==> config.mk <==
export PLATFORM = sky130hd
export DESIGN_NAME = aer_in_arbiter
export DESIGN_NICKNAME = d
export VERILOG_FILES = /design/src/rtl/aer_pkg.sv /design/src/rtl/rr_arbiter.sv /design/src/rtl/aer_in_arbiter.sv
export SDC_FILE = /design/constraint.sdc
export NUM_CORES = 1
export LEC_CHECK = 0
export ABC_AREA = 1
export ABC_CLOCK_PERIOD_IN_PS = 4900
export BUFFER_PORTS_ARGS = -buffer_cell sky130_fd_sc_hd__buf_2
export CELL_PAD_IN_SITES_DETAIL_PLACEMENT = 1
export CELL_PAD_IN_SITES_GLOBAL_PLACEMENT = 2
export CORE_MARGIN = 1.5
export CORE_UTILIZATION = 28
export CTS_BUF_LIST = sky130_fd_sc_hd__clkbuf_8
export CTS_CLUSTER_DIAMETER = 150
export DETAILED_ROUTE_END_ITERATION = 10
export PLACE_DENSITY_LB_ADDON = 0.05
export RECOVER_POWER = 100
export SYNTH_ARGS = -nofsm -noshare
export SYNTH_HDL_FRONTEND = slang
export SYNTH_SLANG_ARGS = --single-unit
==> constraint.sdc <==
create_clock -name CLK -period 4.9 [get_ports CLK]
set_input_delay 0.49 -clock CLK [delete_from_list [all_inputs] [get_ports CLK]]
set_output_delay 0.49 -clock CLK [all_outputs]
set_load 0.005 [all_outputs]
==> src/rtl/aer_pkg.sv <==
// Shared definitions for the AER input arbiter: FSM state encoding and the
// default AER address width of the ODIN AERIN port.
package aer_pkg;

    localparam int DEF_ADDR_W = 17;

    typedef enum logic [1:0] {
        ST_IDLE          = 2'd0,
        ST_WAIT_ACK_HIGH = 2'd3,
        ST_WAIT_ACK_LOW  = 2'd1
    } aer_state_t;

endpackage

==> src/rtl/rr_arbiter.sv <==
// Combinational round-robin pick: first set request strictly after ptr,
// wrapping modulo N. Returns one-hot grant, its index and any_req.
module rr_arbiter #(
    parameter int N     = 4,
    parameter int IDX_W = (N > 1) ? $clog2(N) : 1
) (
    input  logic [N-1:0]     req,
    input  logic [IDX_W-1:0] ptr,
    output logic [N-1:0]     gnt,
    output logic [IDX_W-1:0] idx,
    output logic             any_req
);

    logic found;

    // Two passes: indices above the pointer first, then the wrapped range.
    always_comb begin
        gnt     = '0;
        idx     = '0;
        any_req = |req;
        found   = 1'b0;
        for (int i = 0; i < N; i++) begin
            if (!found && req[i] && (i > int'(ptr))) begin
                found  = 1'b1;
                gnt[i] = 1'b1;
                idx    = IDX_W'(i);
            end
        end
        for (int i = 0; i < N; i++) begin
            if (!found && req[i] && (i <= int'(ptr))) begin
                found  = 1'b1;
                gnt[i] = 1'b1;
                idx    = IDX_W'(i);
            end
        end
    end

endmodule

==> src/rtl/aer_in_arbiter.sv <==
// Shares one 4-phase AER input link among N_SRC valid/ready sources.
// Optional macro AER_ACK_SYNC_EN adds a 2-flop synchronizer on AERIN_ACK.
//   state            | meaning
//   ST_IDLE          | no transaction; grant the round-robin winner
//   ST_WAIT_ACK_HIGH | REQ high, waiting for ACK to rise
//   ST_WAIT_ACK_LOW  | REQ low, waiting for ACK to fall, then count
module aer_in_arbiter #(
    parameter  int N_SRC  = 4,
    parameter  int ADDR_W = aer_pkg::DEF_ADDR_W,
    parameter  int CNT_W  = 16,
    localparam int ID_W   = (N_SRC > 1) ? $clog2(N_SRC) : 1
) (
    input  logic                    CLK,
    input  logic                    RST,
    input  logic [N_SRC-1:0]        SRC_VALID,
    input  logic [N_SRC*ADDR_W-1:0] SRC_ADDR,
    output logic [N_SRC-1:0]        SRC_READY,
    output logic                    AERIN_REQ,
    output logic [ADDR_W-1:0]       AERIN_ADDR,
    input  logic                    AERIN_ACK,
    output logic [ID_W-1:0]         GRANT_ID,
    output logic                    BUSY,
    output logic [CNT_W-1:0]        EVT_CNT
);

    import aer_pkg::*;

    aer_state_t        state_q, state_d;
    logic [ID_W-1:0]   ptr_q;
    logic [ID_W-1:0]   gid_q;
    logic [ID_W-1:0]   rr_idx;
    logic [N_SRC-1:0]  rr_gnt;
    logic              rr_any;
    logic              ack_s;
    logic              accept;
    logic              done;
    logic              req_q;
    logic [ADDR_W-1:0] addr_q;
    logic [ADDR_W-1:0] sel_addr;
    logic [CNT_W-1:0]  cnt_q;

`ifdef AER_ACK_SYNC_EN
    logic ack_meta, ack_sync;

    always_ff @(posedge CLK or posedge RST) begin
        if (RST) begin
            ack_meta <= 1'b0;
            ack_sync <= 1'b0;
        end else begin
            ack_meta <= AERIN_ACK;
            ack_sync <= ack_meta;
        end
    end

    assign ack_s = ack_sync;
`else
    assign ack_s = AERIN_ACK;
`endif

    rr_arbiter #(
        .N     (N_SRC),
        .IDX_W (ID_W)
    ) u_rr (
        .req     (SRC_VALID),
        .ptr     (ptr_q),
        .gnt     (rr_gnt),
        .idx     (rr_idx),
        .any_req (rr_any)
    );

    always_comb begin
        sel_addr = '0;
        for (int i = 0; i < N_SRC; i++) begin
            if (rr_gnt[i]) sel_addr = SRC_ADDR[i*ADDR_W +: ADDR_W];
        end
    end

    // READY is masked during reset so no transfer is offered while RST is high.
    always_comb begin
        state_d   = state_q;
        SRC_READY = '0;
        accept    = 1'b0;
        done      = 1'b0;
        case (state_q)
            ST_IDLE: begin
                if (rr_any && !RST) begin
                    SRC_READY = rr_gnt;
                    accept    = 1'b1;
                    state_d   = ST_WAIT_ACK_HIGH;
                end
            end
            ST_WAIT_ACK_HIGH: begin
                if (ack_s) state_d = ST_WAIT_ACK_LOW;
            end
            ST_WAIT_ACK_LOW: begin
                if (!ack_s) begin
                    state_d = ST_IDLE;
                    done    = 1'b1;
                end
            end
            default: state_d = ST_IDLE;
        endcase
    end

    always_ff @(posedge CLK or posedge RST) begin
        if (RST) state_q <= ST_IDLE;
        else     state_q <= state_d;
    end

    always_ff @(posedge CLK or posedge RST) begin
        if (RST) begin
            req_q  <= 1'b0;
            addr_q <= '0;
            gid_q  <= '0;
            ptr_q  <= ID_W'(N_SRC - 1);
            cnt_q  <= '0;
        end else begin
            if (accept) begin
                addr_q <= sel_addr;
                gid_q  <= rr_idx;
                ptr_q  <= rr_idx;
                req_q  <= 1'b1;
            end
            if ((state_q == ST_WAIT_ACK_HIGH) && ack_s) req_q <= 1'b0;
            if (done) cnt_q <= cnt_q + 1'b1;
        end
    end

    assign AERIN_REQ  = req_q;
    assign AERIN_ADDR = addr_q;
    assign GRANT_ID   = gid_q;
    assign BUSY       = (state_q != ST_IDLE);
    assign EVT_CNT    = cnt_q;

endmodule

==> impl_metrics.env <==
export IMPL_outcome="finished, violations left"
export IMPL_violations="max-capacitance violations, max-slew violations"
export IMPL_finalSetupViolations=0
export IMPL_synth_async_reset_ratio_pct=100
export IMPL_layout_common_cells="nand2_1, buf_2, nand3_1"
export IMPL_critPathBufInv=4
export IMPL_max_slew_margin_pct=-48.7
export IMPL_rsz0062_at_grt="false"
export IMPL_die_y_um=99.6
export IMPL_drv_cap=2
export IMPL_cts_tree="yes"
export IMPL_ys_flop_type="dfrtp_1"
export IMPL_stdcell_area_mm2=0.00326
export IMPL_rr_startpoint="ptr_q[0]$_DFFE_PP1P_"
export IMPL_post_route_min_period_ns=3.37
export IMPL_crit_path_start_kind="flip-flop"
export IMPL_layout_drive_gt1_share_pct=25.4
export IMPL_ant_nets=0
export IMPL_synth_cell_types=32
export IMPL_p_per_area_mw_per_mm2=463
export IMPL_cp_cell_sequence="inv_1 > ha_1 > inv_1 > nor2_4 > inv_1 > nor3_1 > clkbuf_1"
export IMPL_ys_warn_count=0
export IMPL_max_clock_freq_mhz=297
export IMPL_gr_total_overflow=0
export IMPL_cp_max_fo=40
export IMPL_nNetsFinal=547
export IMPL_hold_slack_ns=0.425
export IMPL_grt_start_max_net_pins=41
export IMPL_pre_cts_slack_ns=1.90
export IMPL_hold_viol_final=0
export IMPL_final_common_cell="nand2_1"
export IMPL_cp_arrival_ns=2.88
export IMPL_multi_input_area_mm2=0.00131
export IMPL_worstMarginPinSlew_ns=2.23
export IMPL_path_class="flip-flop to output port"
export IMPL_gp_congestion=0.726
export IMPL_finalClockSkew_ns=0.00712
export IMPL_grt_usage_pct=16.4
export IMPL_wl_um=7750
export IMPL_cts_inserted_buffers=5
export IMPL_reg2reg_depth=9
export IMPL_dieArea_mm2=0.00992
export IMPL_cts_setup_buffers=0
export IMPL_cp_slowest_cell="nor2_4"
export IMPL_dr_pass1_iters=4
export IMPL_cp_depth=7
export IMPL_cts_hold_buf=0
export IMPL_die_width_um=99.6
export IMPL_dp_cells=572
export IMPL_ir_drop_mv=0.140
export IMPL_cp_top_family="simple AND/OR/NAND/NOR gates"
export IMPL_drt_wirelength_per_cell_um=13.4
export IMPL_root_buffer="clkbuf_8"
export IMPL_report_final_slew_viol_count=61
export IMPL_ys_seq_elements=40
export IMPL_cpPeakStageDelay_ns=0.68
export IMPL_syn_nets=435
export IMPL_crit_path_end="SRC_READY[0]"
export IMPL_fin_ws_ns=1.53
export IMPL_tns_ns=0
export IMPL_clkLatencyLatePin_ns=0.29
export IMPL_synth_top_cell_area_share_pct=36.4
export IMPL_final_seq_area_mm2=0.00100
export IMPL_start_util_pct=28.5
export IMPL_fillers=1202
export IMPL_synth_edf_count=0
export IMPL_instances_no_fill=580
export IMPL_core_area_mm2=0.00915
export IMPL_synth_top_area_cell="dfrtp_1"
export IMPL_synthCells=356
export IMPL_htreeDepth=2
export IMPL_crit_required_ns=4.41
export IMPL_finalCritPeriodShare_pct=68.8
export IMPL_diodes=0
export IMPL_avgViaCountPerCell=4.51
export IMPL_seq_area_frac_synth_pct=38.4
export IMPL_cts_sinks=40
export IMPL_critPathCaptureType="output port"
export IMPL_clk_pin_slew_ns=0.09
export IMPL_grt_pass1_vias=2762
export IMPL_area_delta_synth_final_pct=25.0
export IMPL_hold_path_class="primary input to flip-flop"
export IMPL_critical_path_most_common_cell="inv_1"
export IMPL_io_pins=116
export IMPL_std_cell_rows=35
export IMPL_cts_resized=0
export IMPL_r2r_end="AERIN_ADDR[12]$_DFFE_PP0P_"
export IMPL_place_area_mm2=0.00325
export IMPL_dp_hpwl_um=6020
export IMPL_grt_pass1_wl_um=12900
export IMPL_p_leak_nw=1.83
export IMPL_via_count=2613
export IMPL_syn_avg_cell_area_um2=7.34
export IMPL_netlist_top_cells_area="dfrtp_1, nand2_1, nand3_1"
export IMPL_reg2reg_slack_ns=2.18
export IMPL_crit_start="state_q[1]$_DFFE_PP0P_"
export IMPL_drc_errors=0
export IMPL_clockBufferDepth=2
export IMPL_syn_area_mm2=0.00261
export IMPL_antenna_found_initial=0
export IMPL_io_buffers=115
export IMPL_drt_iter0_markers=53
## power breakdown
part	leakage [nW]	total [W]	internal, W	switching (W)
registers	0.509	0.000534	0.000451	0.0000835
logic	1.27	0.000690	0.000258	0.000433
clock network	0.0548	0.000287	0.000154	0.000133
## Yosys cell counts, types with 3 or more instances
master and instances:
buf_2 4, buf_4 3, buf_6 4, dfrtp_1 38, ha_1 4, inv_1 32, inv_2 5, nand2_1 162
nand2_4 4, nand3_1 39, nand3_2 3, nand4_1 5, nor2_1 9, nor2_4 5, o21ai_0 5, xnor2_1 7
xor2_1 8
## cell families (layout without fill, tap and decap cells)
family	after synthesis	in the layout	synth area share, %
compound gates	12	12	4.07
simple gates	236	236	41.7
fa+ha+maj	4	4	1.92
buf+inv	49	162	8.91
flops	40	40	38.4
xor+xnor	15	15	5.03
## routing by layer
metal	GRT usage [%]	wire length, µm
met5	0	0
met4	2.93	35
met3	2.95	373
met2	28.2	3640
met1	21.7	3700
## state kept, by name, summed over array words and instances, names as in the netlist
register,cells
AERIN_ADDR,17
state_q,2
EVT_CNT,16
ptr_q,2
AERIN_REQ,1
GRANT_ID,2
## metrics by stage
step                power, W  utilization [%]
global route         0.00167             35.7
CTS                  0.00158             36.7
detailed placement   0.00128             35.5
floorplan            0.00103                -
global placement     0.00127             35.5
finish               0.00151             35.7
## worst min path at each step
stage / from / end / slack (ns) / cells past startpoint
detailed placement: GRANT_ID[0]$_DFFE_PP0P_ / GRANT_ID[0]$_DFFE_PP0P_ / 0.47 / 2
floorplan: GRANT_ID[0]$_DFFE_PP0P_ / GRANT_ID[0]$_DFFE_PP0P_ / 0.47 / 2
global route: AERIN_ACK / AERIN_REQ$_DFFE_PP0P_ / 0.42 / 2
global placement: GRANT_ID[0]$_DFFE_PP0P_ / GRANT_ID[0]$_DFFE_PP0P_ / 0.46 / 2
finish: AERIN_ACK / AERIN_REQ$_DFFE_PP0P_ / 0.42 / 2
CTS: RST / EVT_CNT[8]$_DFFE_PP0P_ / 0.40 / 3
## area by class of cell
cell class                      count  area share [%]
Sequential cell                    40            30.7
Timing Repair Buffer              116            16.8
Inverter                           38            4.45
Clock inverter                      3            1.42
Multi-Input combinational cell    267            40.2
Tap cell                          111            4.25
Clock buffer                        5            2.11
Note: power is estimated with default switching activity, not from simulation.
